[config.mk]
export PLATFORM = sky130hd
export DESIGN_NAME = lane_overlay_axis_tx
export DESIGN_NICKNAME = d
export VERILOG_FILES = /design/src/rtl/ld_overlay_pkg.sv /design/src/rtl/lane_overlay_colorizer.sv /design/src/rtl/lane_overlay_axis_tx.sv
export SDC_FILE = /design/constraint.sdc
export NUM_CORES = 1
export LEC_CHECK = 0
export ABC_AREA = 0
export CAP_MARGIN = 10
export CORE_ASPECT_RATIO = 1.4
export CORE_MARGIN = 5
export CORE_UTILIZATION = 49
export DETAILED_ROUTE_END_ITERATION = 12
export PLACE_DENSITY = 0.76
export SETUP_SLACK_MARGIN = 0.05
export SLEW_MARGIN = 20
export SYNTH_ARGS = -nofsm -noshare
export SYNTH_HDL_FRONTEND = slang
export SYNTH_SLANG_ARGS = --single-unit
[constraint.sdc]
create_clock -name clk -period 3.35 [get_ports clk]
set_input_delay 0.335 -clock clk [delete_from_list [all_inputs] [get_ports clk]]
set_output_delay 0.335 -clock clk [all_outputs]
set_load 0.01 [all_outputs]
[src/rtl/ld_overlay_pkg.sv]
// Shared types, default geometry/colours and small helpers for the lane overlay video source.
package ld_overlay_pkg;

  localparam int unsigned DEF_IMG_LENGTH      = 416;
  localparam int unsigned DEF_IMG_WIDTH       = 416;
  localparam int unsigned DEF_LINE_HALF_WIDTH = 1;
  localparam int unsigned DEF_FRAME_GAP       = 8;
  localparam int unsigned RGB_W               = 24;

  typedef enum logic [1:0] {
    IDLE   = 2'd0,
    LOAD   = 2'd1,
    STREAM = 2'd2,
    GAP    = 2'd3
  } ovl_state_e;

  function automatic logic [RGB_W-1:0] rgb_pack(input logic [7:0] r,
                                                input logic [7:0] g,
                                                input logic [7:0] b);
    return {r, g, b};
  endfunction

  // Counter width for values 0..n-1, never narrower than one bit.
  function automatic int unsigned cnt_w(input int unsigned n);
    return (n > 1) ? $clog2(n) : 1;
  endfunction

  localparam logic [RGB_W-1:0] DEF_BG_COLOR   = rgb_pack(8'h00, 8'h00, 8'h00);
  localparam logic [RGB_W-1:0] DEF_LINE_COLOR = rgb_pack(8'hFF, 8'h00, 8'h00);
  localparam logic [RGB_W-1:0] DEF_FILL_COLOR = rgb_pack(8'h00, 8'h40, 8'h00);

endpackage

[src/rtl/lane_overlay_colorizer.sv]
// Pixel colour for one column: boundary markers over a current-lane tint over background.
module lane_overlay_colorizer
  import ld_overlay_pkg::*;
#(
  parameter int unsigned IMG_WIDTH       = DEF_IMG_WIDTH,
  parameter int unsigned RGB_WIDTH       = RGB_W,
  parameter int unsigned LINE_HALF_WIDTH = DEF_LINE_HALF_WIDTH,
  parameter logic [RGB_WIDTH-1:0] BG_COLOR   = DEF_BG_COLOR,
  parameter logic [RGB_WIDTH-1:0] LINE_COLOR = DEF_LINE_COLOR,
  parameter logic [RGB_WIDTH-1:0] FILL_COLOR = DEF_FILL_COLOR
) (
  input  logic [cnt_w(IMG_WIDTH)-1:0]   x_i,
  input  logic [$clog2(IMG_WIDTH):0]    left_i,
  input  logic [$clog2(IMG_WIDTH):0]    right_i,
  input  logic                          overlay_active_i,
  output logic [RGB_WIDTH-1:0]          rgb_o
);

  localparam int unsigned BW = $clog2(IMG_WIDTH) + 1;
  localparam int unsigned SW = BW + 1;
  localparam logic signed [SW-1:0] HW     = SW'(LINE_HALF_WIDTH);
  localparam logic signed [SW-1:0] HW_NEG = -HW;

  logic signed [SW-1:0] xs, ls, rs, dl, dr;
  logic                 near_l, near_r, in_fill;

  // Signed distances so markers clip at the frame edges instead of wrapping.
  always_comb begin
    xs      = $signed(SW'(x_i));
    ls      = $signed(SW'(left_i));
    rs      = $signed(SW'(right_i));
    dl      = xs - ls;
    dr      = xs - rs;
    near_l  = (left_i  < BW'(IMG_WIDTH)) && (dl >= HW_NEG) && (dl <= HW);
    near_r  = (right_i < BW'(IMG_WIDTH)) && (dr >= HW_NEG) && (dr <= HW);
    in_fill = (ls < rs) && (xs > ls) && (xs < rs);
    rgb_o   = BG_COLOR;
    if (!overlay_active_i) begin
      rgb_o = BG_COLOR;
    end else if (near_l || near_r) begin
      rgb_o = LINE_COLOR;
    end else if (in_fill) begin
      rgb_o = FILL_COLOR;
    end
  end

endmodule

[src/rtl/lane_overlay_axis_tx.sv]
// AXI4-Stream video master rendering the lane overlay frame from the latest committed decision.
module lane_overlay_axis_tx
  import ld_overlay_pkg::*;
#(
  parameter int unsigned IMG_LENGTH      = DEF_IMG_LENGTH,
  parameter int unsigned IMG_WIDTH       = DEF_IMG_WIDTH,
  parameter int unsigned AXI_WIDTH       = 24,
  parameter int unsigned RGB_WIDTH       = RGB_W,
  parameter int unsigned LINE_HALF_WIDTH = DEF_LINE_HALF_WIDTH,
  parameter int unsigned FRAME_GAP       = DEF_FRAME_GAP,
  parameter logic [RGB_WIDTH-1:0] BG_COLOR   = DEF_BG_COLOR,
  parameter logic [RGB_WIDTH-1:0] LINE_COLOR = DEF_LINE_COLOR,
  parameter logic [RGB_WIDTH-1:0] FILL_COLOR = DEF_FILL_COLOR
) (
  input  logic                         clk,
  input  logic                         rst,
  input  logic                         enable,
  input  logic [3:0]                   number_of_lanes,
  input  logic [3:0]                   current_lane,
  input  logic                         decision_out_valid,
  input  logic [$clog2(IMG_WIDTH):0]   current_lane_left_boundary,
  input  logic [$clog2(IMG_WIDTH):0]   current_lane_right_boundary,
  output logic [AXI_WIDTH-1:0]         m_axi_video_tdata,
  output logic                         m_axi_video_tvalid,
  input  logic                         m_axi_video_tready,
  output logic                         m_axi_video_tlast,
  output logic                         m_axi_video_tuser,
  output logic                         frame_done,
  output logic                         overlay_active
);

  localparam int unsigned XW       = cnt_w(IMG_WIDTH);
  localparam int unsigned YW       = cnt_w(IMG_LENGTH);
  localparam int unsigned BW       = $clog2(IMG_WIDTH) + 1;
  localparam int unsigned GW       = cnt_w(FRAME_GAP + 1);
  localparam int unsigned GAP_LAST = (FRAME_GAP > 0) ? FRAME_GAP - 1 : 0;

  ovl_state_e      state_q, state_d;
  logic [XW-1:0]   x_q, x_d;
  logic [YW-1:0]   y_q, y_d;
  logic [GW-1:0]   gap_q, gap_d;

  logic [3:0]      sh_lanes_q, sh_lanes_d, sh_cur_q, sh_cur_d;
  logic [BW-1:0]   sh_left_q, sh_left_d, sh_right_q, sh_right_d;
  logic            sh_vld_q, sh_vld_d;

  logic [3:0]      act_lanes_q, act_lanes_d, act_cur_q, act_cur_d;
  logic [BW-1:0]   act_left_q, act_left_d, act_right_q, act_right_d;
  logic            ovl_q, ovl_d;

  logic            x_last, y_last, beat;
  logic [RGB_WIDTH-1:0] rgb;

  assign x_last = (x_q == XW'(IMG_WIDTH - 1));
  assign y_last = (y_q == YW'(IMG_LENGTH - 1));
  assign beat   = (state_q == STREAM) && m_axi_video_tready;

  always_ff @(posedge clk) begin
    if (rst) begin
      state_q     <= IDLE;
      x_q         <= '0;
      y_q         <= '0;
      gap_q       <= '0;
      sh_lanes_q  <= '0;
      sh_cur_q    <= '0;
      sh_left_q   <= '0;
      sh_right_q  <= '0;
      sh_vld_q    <= 1'b0;
      act_lanes_q <= '0;
      act_cur_q   <= '0;
      act_left_q  <= '0;
      act_right_q <= '0;
      ovl_q       <= 1'b0;
    end else begin
      state_q     <= state_d;
      x_q         <= x_d;
      y_q         <= y_d;
      gap_q       <= gap_d;
      sh_lanes_q  <= sh_lanes_d;
      sh_cur_q    <= sh_cur_d;
      sh_left_q   <= sh_left_d;
      sh_right_q  <= sh_right_d;
      sh_vld_q    <= sh_vld_d;
      act_lanes_q <= act_lanes_d;
      act_cur_q   <= act_cur_d;
      act_left_q  <= act_left_d;
      act_right_q <= act_right_d;
      ovl_q       <= ovl_d;
    end
  end

  // Decisions land in the shadow at any time; only LOAD promotes them, so frames never tear.
  always_comb begin
    state_d     = state_q;
    x_d         = x_q;
    y_d         = y_q;
    gap_d       = gap_q;
    sh_lanes_d  = sh_lanes_q;
    sh_cur_d    = sh_cur_q;
    sh_left_d   = sh_left_q;
    sh_right_d  = sh_right_q;
    sh_vld_d    = sh_vld_q;
    act_lanes_d = act_lanes_q;
    act_cur_d   = act_cur_q;
    act_left_d  = act_left_q;
    act_right_d = act_right_q;
    ovl_d       = ovl_q;
    frame_done  = 1'b0;

    if (decision_out_valid) begin
      sh_lanes_d = number_of_lanes;
      sh_cur_d   = current_lane;
      sh_left_d  = current_lane_left_boundary;
      sh_right_d = current_lane_right_boundary;
      sh_vld_d   = 1'b1;
    end

    case (state_q)
      IDLE: begin
        if (enable) state_d = LOAD;
      end
      LOAD: begin
        if (sh_vld_q) begin
          act_lanes_d = sh_lanes_q;
          act_cur_d   = sh_cur_q;
          act_left_d  = sh_left_q;
          act_right_d = sh_right_q;
          ovl_d       = 1'b1;
        end
        x_d     = '0;
        y_d     = '0;
        state_d = STREAM;
      end
      STREAM: begin
        if (beat) begin
          if (x_last) begin
            x_d = '0;
            if (y_last) begin
              y_d        = '0;
              gap_d      = '0;
              frame_done = 1'b1;
              state_d    = GAP;
            end else begin
              y_d = y_q + YW'(1);
            end
          end else begin
            x_d = x_q + XW'(1);
          end
        end
      end
      GAP: begin
        if (gap_q == GW'(GAP_LAST)) begin
          state_d = enable ? LOAD : IDLE;
        end else begin
          gap_d = gap_q + GW'(1);
        end
      end
      default: state_d = IDLE;
    endcase
  end

  lane_overlay_colorizer #(
    .IMG_WIDTH       (IMG_WIDTH),
    .RGB_WIDTH       (RGB_WIDTH),
    .LINE_HALF_WIDTH (LINE_HALF_WIDTH),
    .BG_COLOR        (BG_COLOR),
    .LINE_COLOR      (LINE_COLOR),
    .FILL_COLOR      (FILL_COLOR)
  ) u_colorizer (
    .x_i              (x_q),
    .left_i           (act_left_q),
    .right_i          (act_right_q),
    .overlay_active_i (ovl_q),
    .rgb_o            (rgb)
  );

  // Beat payload depends only on registered position/active set, so it holds under backpressure.
  assign m_axi_video_tvalid = (state_q == STREAM);
  assign m_axi_video_tuser  = m_axi_video_tvalid && (x_q == '0) && (y_q == '0);
  assign m_axi_video_tlast  = m_axi_video_tvalid && x_last;
  assign m_axi_video_tdata  = m_axi_video_tvalid ? AXI_WIDTH'(rgb) : '0;
  assign overlay_active     = ovl_q;

  // Lane count and index are kept in the active set for a future legend.
  logic unused_legend;
  assign unused_legend = ^{act_lanes_q, act_cur_q};

endmodule

==> results.cfg, run 1 <==
[status]
status = completed

[yosys]
ys_types = 53
synth_cells = 512
synth.area.top_cells = dfxtp_1, ha_1, nand2_1
synth_area_mm2 = 0.00410
ys_seq_elements = 66
ys_seq_area_share_pct = 32.3
yosys_warnings = 0
async_reset_ff_share_pct = 0
synth_ff_type = dfxtp_1
syn_avg_cell_area_um2 = 8.00
synth_top_area_share_pct = 32.3
yosys.area.top_type = dfxtp_1
synth_edf_count = 0

[worst_setup_path]
cp-start-kind = flop
crit_path_end_kind = output pin
cp_max_fo = 8
worstPathArrival_ns = 2.92
crit_chain = inv_4 > ha_4 > fa_2 > nand2b_4 > a21oi_4 > xnor2_2 > buf_4 > nor3_1 > and4b_1 > o21ai_0 > a31o_2 > a21oi_2 > buf_6 > buf_2
crit_type = reg -> out
required_ns = 3.01
cp_slowest_cell = fa_2
path_buf_inv = 4
max_stage_delay_ns = 0.37
critPathTopFamily = compound AO/OA/AOI/OAI gates

[timing]
hold_ws_ns = 0.273
finalCriticalPeriod_ns = 3.26
slew_headroom_pct = 49.7
fin_skew_ns = 0.00634
final-hold-violation-count = 0
final.period_utilization_pct = 97.2
setup_viol_count_final = 0
rsz0062_at_grt = true
fmax_ghz = 0.307
slew_violations = 0
worstMarginPinSlew_ns = 0.754
setup_tns_ns = 0

[clock_tree]
clock_sinks = 66
cts_tree = yes
insertion_delay_ns = 0.33
htree_levels = 3
cts-root-buf = clkbuf_16
clk_pin_slew_ns = 0.05
cts_buffer_depth = 2
cts_made_buffers = 9

[min_path]
hold_path_class = in -> reg

[global_route]
grt_usage_pct = 19.3
top_usage_layer = met2
grt_pass1_wl_mm = 16.2
grt_use_met3_pct = 3.13
grtUsageMet2_pct = 32.1
antenna_found_initial = 0
grt.overflow.total = 0
grt.met1_usage_pct = 22.9
grt_max_degree = 49
grt_pass1_vias = 3599

[placement]
port_buffers = 38
placed_cell_area_mm2 = 0.00467
place_congestion = 0.885
hpwl_mm = 7.37

[routing]
drt_iter0_markers = 179
vias = 3743
ant_nets = 0
wl_mm = 10.2
wl_per_cell_um = 14.9
viasPerCell = 5.50
post-route-drc-count = 0
first_pass_iters = 5

[cells_and_area]
area_growth_syn_to_layout_pct = 25.8
antenna_cells = 0
final_core_util_pct = 63.2
mostFrequentLayoutCells = nand2_1, dfxtp_1, nor2_1
drive_above_1_share_pct = 17.4
design_area_mm2 = 0.00515
final_common_cell = nand2_1
nets = 647

[power]
leakage_nw = 2.17
power_density_mw_per_mm2 = 525
p_sw_share_pct = 31.1
clkPwrFrac_pct = 35.0
p_total_w = 0.00270
p_int_w = 0.00186
p_comb_share_pct = 32.5
peakVddDrop_uv = 508
power_switching_w = 0.000841
seqPwrFrac_pct = 32.5

[job]
cap_violations = 0

[die]
core-area_mm2 = 0.00815
rows = 39
io_pins = 62
fp.dieH_um = 118
die_x_um = 87.3
start_util_pct = 50.3
dieArea_mm2 = 0.0103
## cells by family (layout without fill, tap and decap cells)
kind of cell | after synthesis | after routing | synth area share [%]
adders and majority gates | 39 | 39 | 12.3
xor gates and xnor gates | 24 | 24 | 5.13
and+or+nand+nor | 208 | 208 | 23.9
AOI/OAI and AO/OA | 83 | 83 | 12.4
buffers and inverters | 68 | 121 | 8.25
DFF | 66 | 66 | 32.3
muxes | 23 | 23 | 5.65
other | 1 | 15 | 0.0916
## metrics by stage
stage	worst slack (ns)	cells
4_1_cts	0.0395	678
5_1_grt	-0.0930	681
6_report	0.0930	681
3_5_place_dp	-0.271	661
3_3_place_gp	-0.185	661
2_1_floorplan	0.171	526
## registers in the layout, summed over array words and instances, names as in the netlist, 2 cells and up
| name | flops |
|---|---|
| sh_right_q | 10 |
| act_right_q | 10 |
| gap_q | 4 |
| sh_left_q | 10 |
| x_q | 9 |
| state_q | 2 |
| act_left_q | 10 |
| y_q | 9 |
## layer usage
metal	part of all wire [%]	wire, um
met1	40	4100
met2	51	5130
met3	5.3	536
met4	3.8	388
met5	0	0
## what timing repair did
item	CTS	global route
setup endpoints to repair	9	9
pin swaps	6	9
hold buffers	0	0
resized for setup	44	29
gates cloned	0	0
buffers inserted	2	3
## area by class of cell
class,count,area [um2]
Sequential cell,66,1330
Clock inverter,2,35.0
Multi-Input combinational cell,392,2650
Tap cell,102,128
Fill cell,679,3000
Inverter,31,119
Clock buffer,13,270
Timing Repair Buffer,75,618
## worst register-to-register path: cells and delay by family (launching register included)
kind                       cells  cell delay [ns]
adders and majority gates      1             0.22
buffers and inverters          3             0.42
and+or+nand+nor                5             0.82
AOI/OAI and AO/OA              1             0.44
xor gates and xnor gates       1             0.16
DFF                            1             0.40
## Yosys cell counts (2+ instances only)
cell,count
o211ai_1,2
a31o_2,2
and3_1,4
buf_4,22
ha_1,37
nand3b_1,2
nand4_1,11
xnor2_1,9
buf_1,2
nand3_1,17
fa_1,2
clkbuf_1,13
a21o_1,3
nor2_1,58
nor3_1,8
mux2i_1,22
nand2_1,68
a21oi_1,44
and4_1,2
nor4_1,9
a31oi_1,2
xor2_1,15
inv_1,30
or2_2,2
nand2b_1,5
dfxtp_1,66
or3_1,4
nor2b_1,9
o21a_1,4
a211o_1,3
o21ai_0,9
and2_1,3
a211oi_1,3
## power by group through the flow
stage          Sequential [W]  Clock, W  Combinational (W)
3_3_place_gp         0.000887         0           0.000754
4_1_cts              0.000877  0.000962           0.000816
5_1_grt              0.000884   0.00100           0.000972
2_1_floorplan        0.000882         0           0.000575
6_report             0.000879  0.000947           0.000879
3_5_place_dp         0.000890         0           0.000778
## worst paths after layout
| kind | from | endpoint | slack, ns | depth (start not counted) |
|---|---|---|---|---|
| setup / recovery | x_q[0] | m_axi_video_tdata[23] | 0.09 | 14 |
| hold / removal | rst | y_q[4] | 0.27 | 2 |
| setup reg to reg | state_q[0] | y_q[5] | 0.78 | 11 |
| hold reg to reg | sh_right_q[7] | act_right_q[7] | 0.45 | 2 |
Power figures use the tool's default switching activity.
==> inputs of run 2 (changes only) <==
--- a/config.mk
+++ b/config.mk
@@ -10,10 +10,11 @@
 export CORE_ASPECT_RATIO = 1.4
 export CORE_MARGIN = 5
 export CORE_UTILIZATION = 49
+export CTS_CLUSTER_DIAMETER = 120
 export DETAILED_ROUTE_END_ITERATION = 12
 export PLACE_DENSITY = 0.76
 export SETUP_SLACK_MARGIN = 0.05
-export SLEW_MARGIN = 20
+export SLEW_MARGIN = 0
 export SYNTH_ARGS = -nofsm -noshare
 export SYNTH_HDL_FRONTEND = slang
 export SYNTH_SLANG_ARGS = --single-unit
==> results of run 2 <==
No change in the layout: final DEF, timing and power equal those of run 1.
